File: config.mk
export PLATFORM = sky130hd
export DESIGN_NAME = wb_decoder
export DESIGN_NICKNAME = d
export VERILOG_FILES = /design/src/rtl/wb_decoder.sv
export SDC_FILE = /design/constraint.sdc
export NUM_CORES = 1
export LEC_CHECK = 0
export CORE_AREA = 2 2 157 159
export DETAILED_ROUTE_END_ITERATION = 7
export DIE_AREA = 0 0 159 161
export PLACE_DENSITY = 0.67
export SETUP_SLACK_MARGIN = 0.2
export SLEW_MARGIN = 10
export SYNTH_ARGS = -nofsm -noshare
export SYNTH_HDL_FRONTEND = slang
export SYNTH_SLANG_ARGS = --single-unit
export TNS_END_PERCENT = 20
File: constraint.sdc
create_clock -name clk_i -period 4 [get_ports clk_i]
set_input_delay 0.4 -clock clk_i [delete_from_list [all_inputs] [get_ports clk_i]]
set_output_delay 0.4 -clock clk_i [all_outputs]
set_load 0.01 [all_outputs]
File: src/rtl/wb_decoder.sv
// wb_decoder: single-master to NUM_SLAVES Wishbone address decoder.
//
// Each master access is decoded against a per-slave {prefix, mask} rule while
// the block is idle. The lowest-indexed matching slave is latched into sel and
// receives cyc/stb from the next cycle on. The slave's ack/err/read data are
// returned to the master combinationally. An unmatched address produces a
// one-cycle error response. A slave that never answers is cut off by a 16-bit
// watchdog. The first faulting address is held in a sticky error register.
//
// Ports:
//   clk_i, rst_ni        clock, asynchronous active-low reset
//   rules_i              per slave {prefix, mask}; slave i at bits
//                        [i*2*ADDR_WIDTH +: 2*ADDR_WIDTH], prefix in upper half
//   m_cyc_i, m_stb_i     master cycle / strobe
//   m_we_i, m_adr_i      master write enable / address
//   m_dat_i, m_sel_i     master write data / byte select
//   m_dat_o              read data to master (zero unless busy)
//   m_ack_o, m_err_o     acknowledge / error to master
//   s_cyc_o, s_stb_o     per-slave cycle / strobe (one-hot while busy)
//   s_we_o .. s_sel_o    request fields shared by all slaves
//   s_dat_i              per-slave read data, slave i at [i*DATA_WIDTH +: DATA_WIDTH]
//   s_ack_i, s_err_i     per-slave acknowledge / error
//   err_valid_o          sticky: decode error or timeout seen
//   err_adr_o            address of the first faulting access
//   err_clr_i            clears err_valid_o / err_adr_o (wins over a capture)

module wb_decoder #(
  parameter int unsigned NUM_SLAVES     = 2,
  parameter int unsigned ADDR_WIDTH     = 32,
  parameter int unsigned DATA_WIDTH     = 32,
  parameter int unsigned TIMEOUT_CYCLES = 255
) (
  input  logic                             clk_i,
  input  logic                             rst_ni,
  input  logic [NUM_SLAVES*2*ADDR_WIDTH-1:0] rules_i,
  input  logic                             m_cyc_i,
  input  logic                             m_stb_i,
  input  logic                             m_we_i,
  input  logic [ADDR_WIDTH-1:0]            m_adr_i,
  input  logic [DATA_WIDTH-1:0]            m_dat_i,
  input  logic [DATA_WIDTH/8-1:0]          m_sel_i,
  output logic [DATA_WIDTH-1:0]            m_dat_o,
  output logic                             m_ack_o,
  output logic                             m_err_o,
  output logic [NUM_SLAVES-1:0]            s_cyc_o,
  output logic [NUM_SLAVES-1:0]            s_stb_o,
  output logic                             s_we_o,
  output logic [ADDR_WIDTH-1:0]            s_adr_o,
  output logic [DATA_WIDTH-1:0]            s_dat_o,
  output logic [DATA_WIDTH/8-1:0]          s_sel_o,
  input  logic [NUM_SLAVES*DATA_WIDTH-1:0] s_dat_i,
  input  logic [NUM_SLAVES-1:0]            s_ack_i,
  input  logic [NUM_SLAVES-1:0]            s_err_i,
  output logic                             err_valid_o,
  output logic [ADDR_WIDTH-1:0]            err_adr_o,
  input  logic                             err_clr_i
);

  localparam int unsigned SelWidth   = (NUM_SLAVES > 1) ? $clog2(NUM_SLAVES) : 1;
  localparam logic [15:0] TimeoutVal = 16'(TIMEOUT_CYCLES);

  typedef enum logic [1:0] {
    StIdle,
    StBusy,
    StErr
  } state_e;

  state_e                state_q, state_d;
  logic [SelWidth-1:0]   sel_q, sel_d;
  logic [15:0]           wdog_q, wdog_d;
  logic                  err_valid_q, err_valid_d;
  logic [ADDR_WIDTH-1:0] err_adr_q, err_adr_d;

  // Address decode
  logic [NUM_SLAVES-1:0] match;
  logic                  hit;
  logic [SelWidth-1:0]   hit_idx;

  always_comb begin
    match = '0;
    for (int unsigned i = 0; i < NUM_SLAVES; i++) begin
      match[i] = ((m_adr_i & rules_i[i*2*ADDR_WIDTH +: ADDR_WIDTH])
                  ^ rules_i[i*2*ADDR_WIDTH+ADDR_WIDTH +: ADDR_WIDTH]) == '0;
    end
  end

  // Lowest matching index wins.
  always_comb begin
    hit     = 1'b0;
    hit_idx = '0;
    for (int unsigned i = 0; i < NUM_SLAVES; i++) begin
      if (!hit && match[i]) begin
        hit     = 1'b1;
        hit_idx = SelWidth'(i);
      end
    end
  end

  // Selected slave response
  logic                  sel_ack;
  logic                  sel_err;
  logic [DATA_WIDTH-1:0] sel_dat;
  logic [NUM_SLAVES-1:0] sel_onehot;

  // Compare-based mux keeps indexing in range for any NUM_SLAVES.
  always_comb begin
    sel_ack    = 1'b0;
    sel_err    = 1'b0;
    sel_dat    = '0;
    sel_onehot = '0;
    for (int unsigned i = 0; i < NUM_SLAVES; i++) begin
      if (sel_q == SelWidth'(i)) begin
        sel_ack       = s_ack_i[i];
        sel_err       = s_err_i[i];
        sel_dat       = s_dat_i[i*DATA_WIDTH +: DATA_WIDTH];
        sel_onehot[i] = 1'b1;
      end
    end
  end

  logic req;
  logic decode_err;
  logic timeout;

  assign req        = m_cyc_i & m_stb_i;
  assign decode_err = (state_q == StIdle) && req && !hit;
  // A real slave response in the limit cycle takes precedence over the timeout.
  assign timeout    = (state_q == StBusy) && m_cyc_i && !sel_ack && !sel_err &&
                      (wdog_q >= TimeoutVal);

  // State register
  always_ff @(posedge clk_i or negedge rst_ni) begin
    if (!rst_ni) begin
      state_q     <= StIdle;
      sel_q       <= '0;
      wdog_q      <= '0;
      err_valid_q <= 1'b0;
      err_adr_q   <= '0;
    end else begin
      state_q     <= state_d;
      sel_q       <= sel_d;
      wdog_q      <= wdog_d;
      err_valid_q <= err_valid_d;
      err_adr_q   <= err_adr_d;
    end
  end

  // Next-state logic
  always_comb begin
    state_d = state_q;
    sel_d   = sel_q;
    wdog_d  = wdog_q;
    unique case (state_q)
      StIdle: begin
        if (req) begin
          if (hit) begin
            state_d = StBusy;
            sel_d   = hit_idx;
            wdog_d  = '0;
          end else begin
            state_d = StErr;
          end
        end
      end
      StBusy: begin
        if (!m_cyc_i || sel_ack || sel_err || timeout) begin
          state_d = StIdle;
        end else begin
          wdog_d = wdog_q + 16'd1;
        end
      end
      StErr: begin
        state_d = StIdle;
      end
      default: begin
        state_d = StIdle;
      end
    endcase
  end

  // Sticky error capture; a clear wins over a simultaneous capture.
  always_comb begin
    err_valid_d = err_valid_q;
    err_adr_d   = err_adr_q;
    if (err_clr_i) begin
      err_valid_d = 1'b0;
      err_adr_d   = '0;
    end else if ((decode_err || timeout) && !err_valid_q) begin
      err_valid_d = 1'b1;
      err_adr_d   = m_adr_i;
    end
  end

  // Output logic
  always_comb begin
    s_cyc_o = '0;
    s_stb_o = '0;
    m_ack_o = 1'b0;
    m_err_o = 1'b0;
    m_dat_o = '0;
    unique case (state_q)
      StBusy: begin
        s_cyc_o = sel_onehot;
        s_stb_o = sel_onehot;
        m_dat_o = sel_dat;
        // An abandoned cycle gets no response.
        if (m_cyc_i) begin
          m_ack_o = sel_ack;
          m_err_o = sel_err | timeout;
        end
      end
      StErr: begin
        m_err_o = m_cyc_i;
      end
      default: begin
      end
    endcase
  end

  assign s_we_o      = m_we_i;
  assign s_adr_o     = m_adr_i;
  assign s_dat_o     = m_dat_i;
  assign s_sel_o     = m_sel_i;
  assign err_valid_o = err_valid_q;
  assign err_adr_o   = err_adr_q;

endmodule

==> results.cfg, run 1 <==
[synthesis]
synthCells = 724
ys_async_sr_fraction_pct = 100
avgSynthCellArea_um2 = 7.96
synth_cell_type_count = 46
netlist_area_um2 = 5760
synth-seq-area-share_pct = 22.6
ys_warn_count = 0
synth_enable_flop_cells = 0
ys_dominant_reg_cell = sky130_fd_sc_hd__dfrtp_1
postSynthRegisterBits = 52
syn-num-nets = 998

[global_route]
grt_max_degree = 66
first_global_vias = 6623
all_layer_global_routing_usage_pct = 19.6
overflow = 0
global_route_wire_length_before_repair_um = 39200
grt_antenna_before_repair = 0

[cts]
insertion_delay_ns = 0.30
holdBufCountCts = 0
clock-root-buffer = sky130_fd_sc_hd__clkbuf_16
tritoncts.num_buffers = 5
cts_buffer_depth = 2
clock-sinks = 52
htreeDepth = 2
path_clk_slew_ns = 0.08
post_cts_resized = 0
cts_setup_buffers = 0
cts_tree = done

[die]
design.die.area_um2 = 25600
initial_core_utilization_pct = 24.0
core-area_um2 = 24000
die_h_um = 161
top_level_ports = 410
core.rowCount = 57
die_width_um = 159

[status]
outcome = finished, final reports clean

[pwr]
power.density_nw_per_um2 = 197
p_leak_nw = 3.45
irDropWorstVdd_mv = 0.154

[run]
max-cap-violations = 0

[sta]
tns_ns = 0
final-setup-viol-count = 0
min_period_ns = 3.39
post-route-worst-setup-slack_ns = 0.612
achievable-frequency_mhz = 295
finalHoldViolCount = 0
transition_time_at_the_pin_with_the_least_slew_margin_ns = 0.969
timing.final.max_slew_violations = 0
worst_clock_skew_ns = 0.00687
layout_worst_path_cycle_share_pct = 84.7
slew_headroom_pct = 35.4
grt_setup_unrepaired = no

[detailed_routing]
post_drt_via_cell_ratio = 5.28
num_vias = 6740
drtAntennaViolNets = 0
totalWireLength_um = 25900
post_route_drc_violation_count = 0
drt-initial-drc-count = 506
routedWlPerCell_um = 20.3
drt_first_pass_iters = 5

[worst_setup_path]
setup.worst_path.class = in2reg
setup.worst_path.end_class = flop
crit_required_ns = 4.19
worst-path-buf-inv = 1
reg2reg_depth = 7
path_cells = clkdlybuf4s50_1, nand3_1, a211oi_1, nand4_1, or4_1, a31oi_4, mux2_4
critPathLaunchType = input port
path_max_fanout = 10
worstPathArrival_ns = 3.58
path_delay_family = simple AND/OR/NAND/NOR gates
cp_slowest_cell = sky130_fd_sc_hd__or4_1
crit_path_max_incr_delay_ns = 0.77
worstReg2RegEnd = wdog_q[0]
reg2reg_slack_ns = 1.15
timing.rr.start = wdog_q[0]

[final_layout]
final_layout_size_suffix_gt1_share_pct = 4.10
multi_input_area_um2 = 3650
top_library_cells_by_usage_in_the_layout_fill_and_taps_aside = 333 x sky130_fd_sc_hd__clkdlybuf4s50_1, 64 x sky130_fd_sc_hd__nor3b_1, 54 x sky130_fd_sc_hd__nand3_1
antenna_cells = 0
fillCellCount = 2462
area_growth_pct = 57.1
final_net_count = 1225
final_common_cell = sky130_fd_sc_hd__clkdlybuf4s50_1
seqCellArea_um2 = 1300

[place]
place.port_buffers = 335
place_ws_ns = 0.326
routability_congestion_estimate_from_global_placement = 0.863
place_hpwl_um = 20100

[min_path]
worstHoldPathType = in2async
-- synth_stat cells (2+ instances only) --
library cell                 n  share of area, %
sky130_fd_sc_hd__o22a_1     16               2.4
sky130_fd_sc_hd__ha_1        4              0.87
sky130_fd_sc_hd__o31ai_1    34               4.4
sky130_fd_sc_hd__a22oi_1    32               4.2
sky130_fd_sc_hd__nand4_1    46               5.0
sky130_fd_sc_hd__or3_1       3              0.33
sky130_fd_sc_hd__and3b_1    16               2.4
sky130_fd_sc_hd__buf_6       3              0.59
sky130_fd_sc_hd__and4_1      2              0.30
sky130_fd_sc_hd__mux2i_1    35               6.1
sky130_fd_sc_hd__nor3b_1    64               8.3
sky130_fd_sc_hd__and2_1      4              0.43
sky130_fd_sc_hd__and3_1     34               3.7
sky130_fd_sc_hd__a211oi_1   14               1.8
sky130_fd_sc_hd__a211oi_2    2              0.43
sky130_fd_sc_hd__a2bb2oi_1   3              0.46
sky130_fd_sc_hd__buf_1      13              0.85
sky130_fd_sc_hd__o21ai_0     3              0.26
sky130_fd_sc_hd__a311oi_2    3              0.78
sky130_fd_sc_hd__buf_4      71               9.3
sky130_fd_sc_hd__nand3_1    55               4.8
sky130_fd_sc_hd__a21boi_0   16               2.1
sky130_fd_sc_hd__clkbuf_1   33               2.2
sky130_fd_sc_hd__nand2_1     9              0.59
sky130_fd_sc_hd__o221ai_1    5              0.76
sky130_fd_sc_hd__a21o_1     16               2.1
sky130_fd_sc_hd__nor2_1     45               2.9
sky130_fd_sc_hd__o311ai_0    2              0.30
sky130_fd_sc_hd__nor4_1      3              0.33
sky130_fd_sc_hd__a21oi_1    42               3.6
sky130_fd_sc_hd__inv_1      14              0.91
sky130_fd_sc_hd__a311o_1     2              0.35
sky130_fd_sc_hd__or4_1       7              0.91
sky130_fd_sc_hd__buf_2      10              0.87
sky130_fd_sc_hd__dfrtp_1    52                23
-- worst max path at each step --
stage	slack (ns)	endpoint	from	cells past startpoint
4_1_cts	0.65	wdog_q[0]	m_adr_i[16]	7
6_report	0.61	wdog_q[0]	m_adr_i[16]	7
3_5_place_dp	0.33	wdog_q[0]	m_adr_i[16]	7
3_3_place_gp	0.32	wdog_q[0]	m_adr_i[16]	7
2_1_floorplan	1.62	m_err_o	wdog_q[0]	9
5_1_grt	0.55	wdog_q[11]	m_adr_i[16]	7
-- worst register-to-register path: cells and delay by family, from the launching register on --
kind	cells	cell delay, ns
mux	1	0.36
fa+ha+maj	1	0.24
simple gates	3	1.26
compound gates	2	0.45
flops	1	0.44
-- registers in the layout, summed over array words and instances, names as in the netlist --
name and count:
sel_q 1, err_adr_o 32, wdog_q 16, err_valid_o 1, state_q 2
-- metal layers --
layer / track usage [%] / vias to the layer above / share of wire, %
li1: - / 3168 / -
met3: 6.19 / 37 / 9.6
met1: 24.1 / 3229 / 41
met5: 0 / - / 0
met2: 33.9 / 306 / 48
met4: 4.05 / 0 / 1.4
-- logic make-up after synthesis --
family                   count (synthesis)  share of synthesized area [%]
AO/OA/AOI/OAI                          195                           25.0
flip-flops                              52                           22.6
multiplexers                            36                           6.34
AND/OR/NAND/NOR                        293                           30.6
adder cells (fa/ha/maj)                  4                          0.869
buffers and inverters                  144                           14.6
-- through the flow --
step                      util [%]  hold slack [ns]  instances  instance area, µm²  total power [mW]
after detailed placement      37.1            0.508       1268                8880              1.28
after global placement        37.1            0.504       1268                8880              1.27
after CTS                     37.8            0.244       1276                9050              1.79
after floorplan                  -            0.104        724                5760             0.891
after global routing          37.8            0.269       1276                9050              1.87
final                         37.8            0.201       1276                9050              1.78
-- power breakdown --
part | total (mW) | internal [mW] | switching, mW
Clock | 0.516 | 0.298 | 0.218
Sequential | 0.586 | 0.555 | 0.0312
Combinational | 0.679 | 0.376 | 0.303
Total | 1.78 | 1.23 | 0.552
-- layout make-up --
| type | count | share of cell area [%] |
|---|---|---|
| Tap cell | 324 | 4.48 |
| Timing Repair Buffer | 350 | 38.3 |
| Clock buffer | 5 | 1.38 |
| Sequential cell | 52 | 14.4 |
| Multi-Input combinational cell | 528 | 40.3 |
| Clock inverter | 3 | 0.512 |
| Inverter | 14 | 0.581 |
(Power assumes the default switching activity.)
==> run 2, diff against run 1 <==
Settings changed: CORE_AREA 2 2 157 159 to 2 2 161 163, DIE_AREA 0 0 159 161 to 0 0 163 165.
Clock period 4 ns to 2.75 ns, I/O delays scaled along.
==> results.cfg, run 2 (synthesis results as in run 1) <==
[detailed_routing]
post_drt_via_cell_ratio = 5.25
drt_first_pass_iters = 5
routedWlPerCell_um = 19.4
drtAntennaViolNets = 0
num_vias = 7160
totalWireLength_um = 26400
drt-initial-drc-count = 437
post_route_drc_violation_count = 0

[pwr]
p_leak_nw = 3.90
irDropWorstVdd_mv = 0.210
total_power_mw = 2.68
power.density_nw_per_um2 = 275

[final_layout]
seqCellArea_um2 = 1300
antenna_cells = 0
postLayoutCellArea_um2 = 9740
fillCellCount = 2569
largest_reg_flops = 32
instances_no_fill = 1363
multi_input_area_um2 = 3720
top_library_cells_by_usage_in_the_layout_fill_and_taps_aside = 319 x sky130_fd_sc_hd__clkdlybuf4s50_1, 90 x sky130_fd_sc_hd__buf_4, 64 x sky130_fd_sc_hd__nor3b_1
area_growth_pct = 69.1
final_common_cell = sky130_fd_sc_hd__clkdlybuf4s50_1
final_layout_size_suffix_gt1_share_pct = 13.1
final_net_count = 1306

[global_route]
grt_max_degree = 66
all_layer_global_routing_usage_pct = 18.7
grt_antenna_before_repair = 0
first_global_vias = 6954
global_route_wire_length_before_repair_um = 39100
overflow = 0

[place]
place_ws_ns = -0.566
post_dp_cell_area_um2 = 9430
place.port_buffers = 335
routability_congestion_estimate_from_global_placement = 0.908
place_hpwl_um = 20900
dp.cells = 1347

[sta]
tns_ns = 0
finalHoldViolCount = 0
slew_headroom_pct = 52.3
transition_time_at_the_pin_with_the_least_slew_margin_ns = 0.715
layout_worst_path_cycle_share_pct = 92.8
final-setup-viol-count = 0
post-route-worst-setup-slack_ns = 0.199
min_period_ns = 2.55
timing.final.max_slew_violations = 0
worst_clock_skew_ns = 0.00732
achievable-frequency_mhz = 392
grt_setup_unrepaired = yes

[worst_setup_path]
cp_slowest_cell = sky130_fd_sc_hd__or4_4
path_cells = clkdlybuf4s50_1, nand3_1, a211oi_1, buf_4, nand4_1, or4_4, a31oi_4, mux2_4
crit_required_ns = 2.94
crit_path_max_incr_delay_ns = 0.59
path_max_fanout = 5
reg2reg_slack_ns = 0.26
setup.worst_path.class = in2reg
critPathLaunchType = input port
worstPathArrival_ns = 2.74
setup.worst_path.end_class = flop
worst-path-buf-inv = 2
path_delay_family = simple AND/OR/NAND/NOR gates

[cts]
clock-root-buffer = sky130_fd_sc_hd__clkbuf_16
tritoncts.num_buffers = 5
insertion_delay_ns = 0.30
cts_tree = done
cts_buffer_depth = 2
htreeDepth = 2
path_clk_slew_ns = 0.07
clock-sinks = 52

[status]
outcome = finished, final reports clean

[die]
die_h_um = 165
core-area_um2 = 25000
core.rowCount = 58
design.die.area_um2 = 26900
initial_core_utilization_pct = 23.0
die_width_um = 163
top_level_ports = 410

[min_path]
worstHoldPathType = in2async

[run]
max-cap-violations = 0
## run 2: changes by cell type in the layout (fill, tap and decap cells not counted), sizes merged
cell,change
buf,+80
clkbuf,+2
clkdlybuf4s50,-14
clkinv,+1
dlygate4sd2,+11
dlygate4sd3,+1
dlymetal6s2s,+2
inv,-2
## run 2: metal layers
layer  routed length (µm)  vias to the layer above  part of all wire (%)  global-route usage [%]
met5                    0                        -                     0                       0
met2                12700                      349                    48                    33.2
met4                  706                        0                   2.7                    5.59
met1                10600                     3445                    40                    22.1
met3                 2390                       41                   9.1                    4.92
li1                     -                     3325                     -                       -
## run 2: metrics by stage
step           hold slack (ns)  utilization [%]
5_1_grt                  0.498             38.9
2_1_floorplan          -0.0206                -
3_5_place_dp             0.232             37.7
6_report                 0.447             38.9
4_1_cts                  0.466             38.7
3_3_place_gp             0.234             37.7
## run 2: layout make-up
cell class,instances,share of cell area (%)
well taps,330,4.24
flip-flops and latches,52,13.4
clock buffers,6,1.32
repair buffers,431,42.0
multi-input cells,528,38.2
clock inverters,2,0.360
inverters,14,0.578
## run 2: power by group
part	internal (mW)	switching [mW]
Combinational	0.614	0.473
Sequential	0.807	0.0451
Clock	0.430	0.308
## run 2: worst paths after layout
| kind | startpoint | to | cells past startpoint |
|---|---|---|---|
| max | m_adr_i[16] | wdog_q[0] | 8 |
| min | rst_ni | err_adr_o[21] | 2 |
| max reg2reg | wdog_q[14] | wdog_q[4] | 6 |
| min reg2reg | wdog_q[14] | wdog_q[14] | 2 |
| max in group asynchronous | rst_ni | sel_q | 3 |
| min in group clk_i | wdog_q[14] | wdog_q[14] | 2 |
## run 2: repair_timing
action                                  4_1_cts  5_1_grt
endpoints found under the setup margin       84       81
buffers inserted                              3        4
hold buffers                                  1        0
gates resized for setup                      30       10
pin swaps                                     9        3
endpoints found under the hold margin        16        0
==> patch (settings of run 2) <==
The parameter `DATA_WIDTH` goes from 32 to 48.
--- a/src/rtl/wb_decoder.sv
+++ b/src/rtl/wb_decoder.sv
@@ -29,3 +29,3 @@
   parameter int unsigned ADDR_WIDTH     = 32,
-  parameter int unsigned DATA_WIDTH     = 32,
+  parameter int unsigned DATA_WIDTH     = 48,
   parameter int unsigned TIMEOUT_CYCLES = 255
Ports: changed (6 resized); port bits go from 410 to 494. No check against the original RTL was run, so the function may have changed too.
==> patch against run 2 <==
Setup slack better by 0.066 ns. Maximum frequency increased by 2.7%. Cell area fell by 2.1%. Largest power group unchanged. Routed wire length fell by 9.2%. Via count decreased by 15%. Combinational power is 4% lower. Sequential share of layout area grew 0.29 points. Total power shrank 4.8%. Critical path depth down 4. Area after synthesis decreased by 9.8%. Highest routed layer unchanged. Sequential cell count is the same.
==> patch: results (changes against run 2) <==
[setup_path]
reg2reg_depth=10  ; +4
reg2reg_slack_ns=0.32  ; +0.06 ns
critPathSlowestCell=clkdlybuf4s50_1
path_delay_family=buffers and inverters
crit_end=m_dat_o[45]
worstSetupPathType=flop to output port

[routing]
vias_per_cell=4.66  ; -11%
wl_met2_um=11600  ; -8.5%
dr_wl_met3_um=1900  ; -21%
drt_iter0_markers=248  ; -43%
wl_met1_um=10200  ; -3.6%
wl_per_cell_um=18.4  ; -4.7%

[grt]
gr-usage-met3_pct=5.25  ; +0.33 points
gr-usage-all-layers_pct=16.1  ; -2.6 points
grt_use_met1_pct=20.1  ; -2.0 points
grtUsageMet2_pct=27.6  ; -5.7 points
grt_pass1_vias=5789  ; -17%
grt_max_degree=53  ; -20%
grt_pass1_wl_um=33200  ; -15%

[cells_and_area]
multi_input_area_share_pct=33.5  ; -4.7 points
inv_count=6  ; -8
drive_above_1_share_pct=13.2  ; +0.14 points
final_util_pct=38.1  ; -0.83 points
finalNonFillerCells=1299  ; -4.7%
buffers=446  ; +3.5%
final_nets=1292  ; -1.1%
numSequentialCells=52  ; unchanged
multi_input_gates=457  ; -13%
clock_area_share_pct=1.61  ; -0.068 points
nClkBuffers=5  ; -1

[power]
p_comb_mw=1.05  ; -4%
switching_power_uw=765  ; -7.3%
powerClk_uw=683  ; -7.3%
peakVddDrop_mv=0.251  ; +20%

[place]
gp_congestion=0.845  ; -6.9%
placed_area_mm2=0.00908  ; -3.8%
pre_cts_ws_ns=-0.166  ; +0.400 ns
numPortBuffers=383  ; +14%
hpwlAfterDp_um=19500  ; -6.9%

[logic_synthesis]
synth_area_leaders=dfrtp_1, buf_4, mux2i_1, a21oi_1, nand3_1
ys_seq_area_share_pct=25.1  ; +2.5 points
synth_top_cells_by_count=buf_4, a21oi_1, nor2_1
synth_fp_nets=960  ; -3.8%
synthCells=636  ; -12%

[timing]
tightest_slew_ns=0.760  ; +0.0444 ns
fmax_mhz=402  ; +2.7%
finClkSkew_ns=0.00934  ; +0.00202 ns
hold_ws_ns=0.0945  ; -0.353 ns

[status]
status=finished clean

[cts]
root_buffer=clkbuf_16

patch: changes by cell type after synthesis, moves of 7 or more:
cell and delta:
a21bo_2 +25, nor2_1 +12, a21oi_1 +26, a21bo_1 +7, nor3b_1 -64, nand2_1 +12, clkbuf_1 -16, nand4_1 -35
o31ai_1 -33, mux2i_1 +16, inv_1 -10, buf_4 +18, a22oi_1 -32
patch: timing repair:
action	in CTS	in global routing
hold endpoints to repair	0	0
gates cloned	0	5
setup buffers	1	5
setup endpoints to repair	80	90
gates resized for setup	10	41
pin swaps	3	17
patch: cell families after synthesis:
| group | after synthesis | synth area share [%] |
|---|---|---|
| muxes | 52 | 10.0 |
| adders and majority gates | 4 | 0.964 |
| DFF | 52 | 25.1 |
| and+or+nand+nor | 212 | 21.9 |
| AOI/OAI and AO/OA | 189 | 26.3 |
| buffers and inverters | 127 | 15.7 |
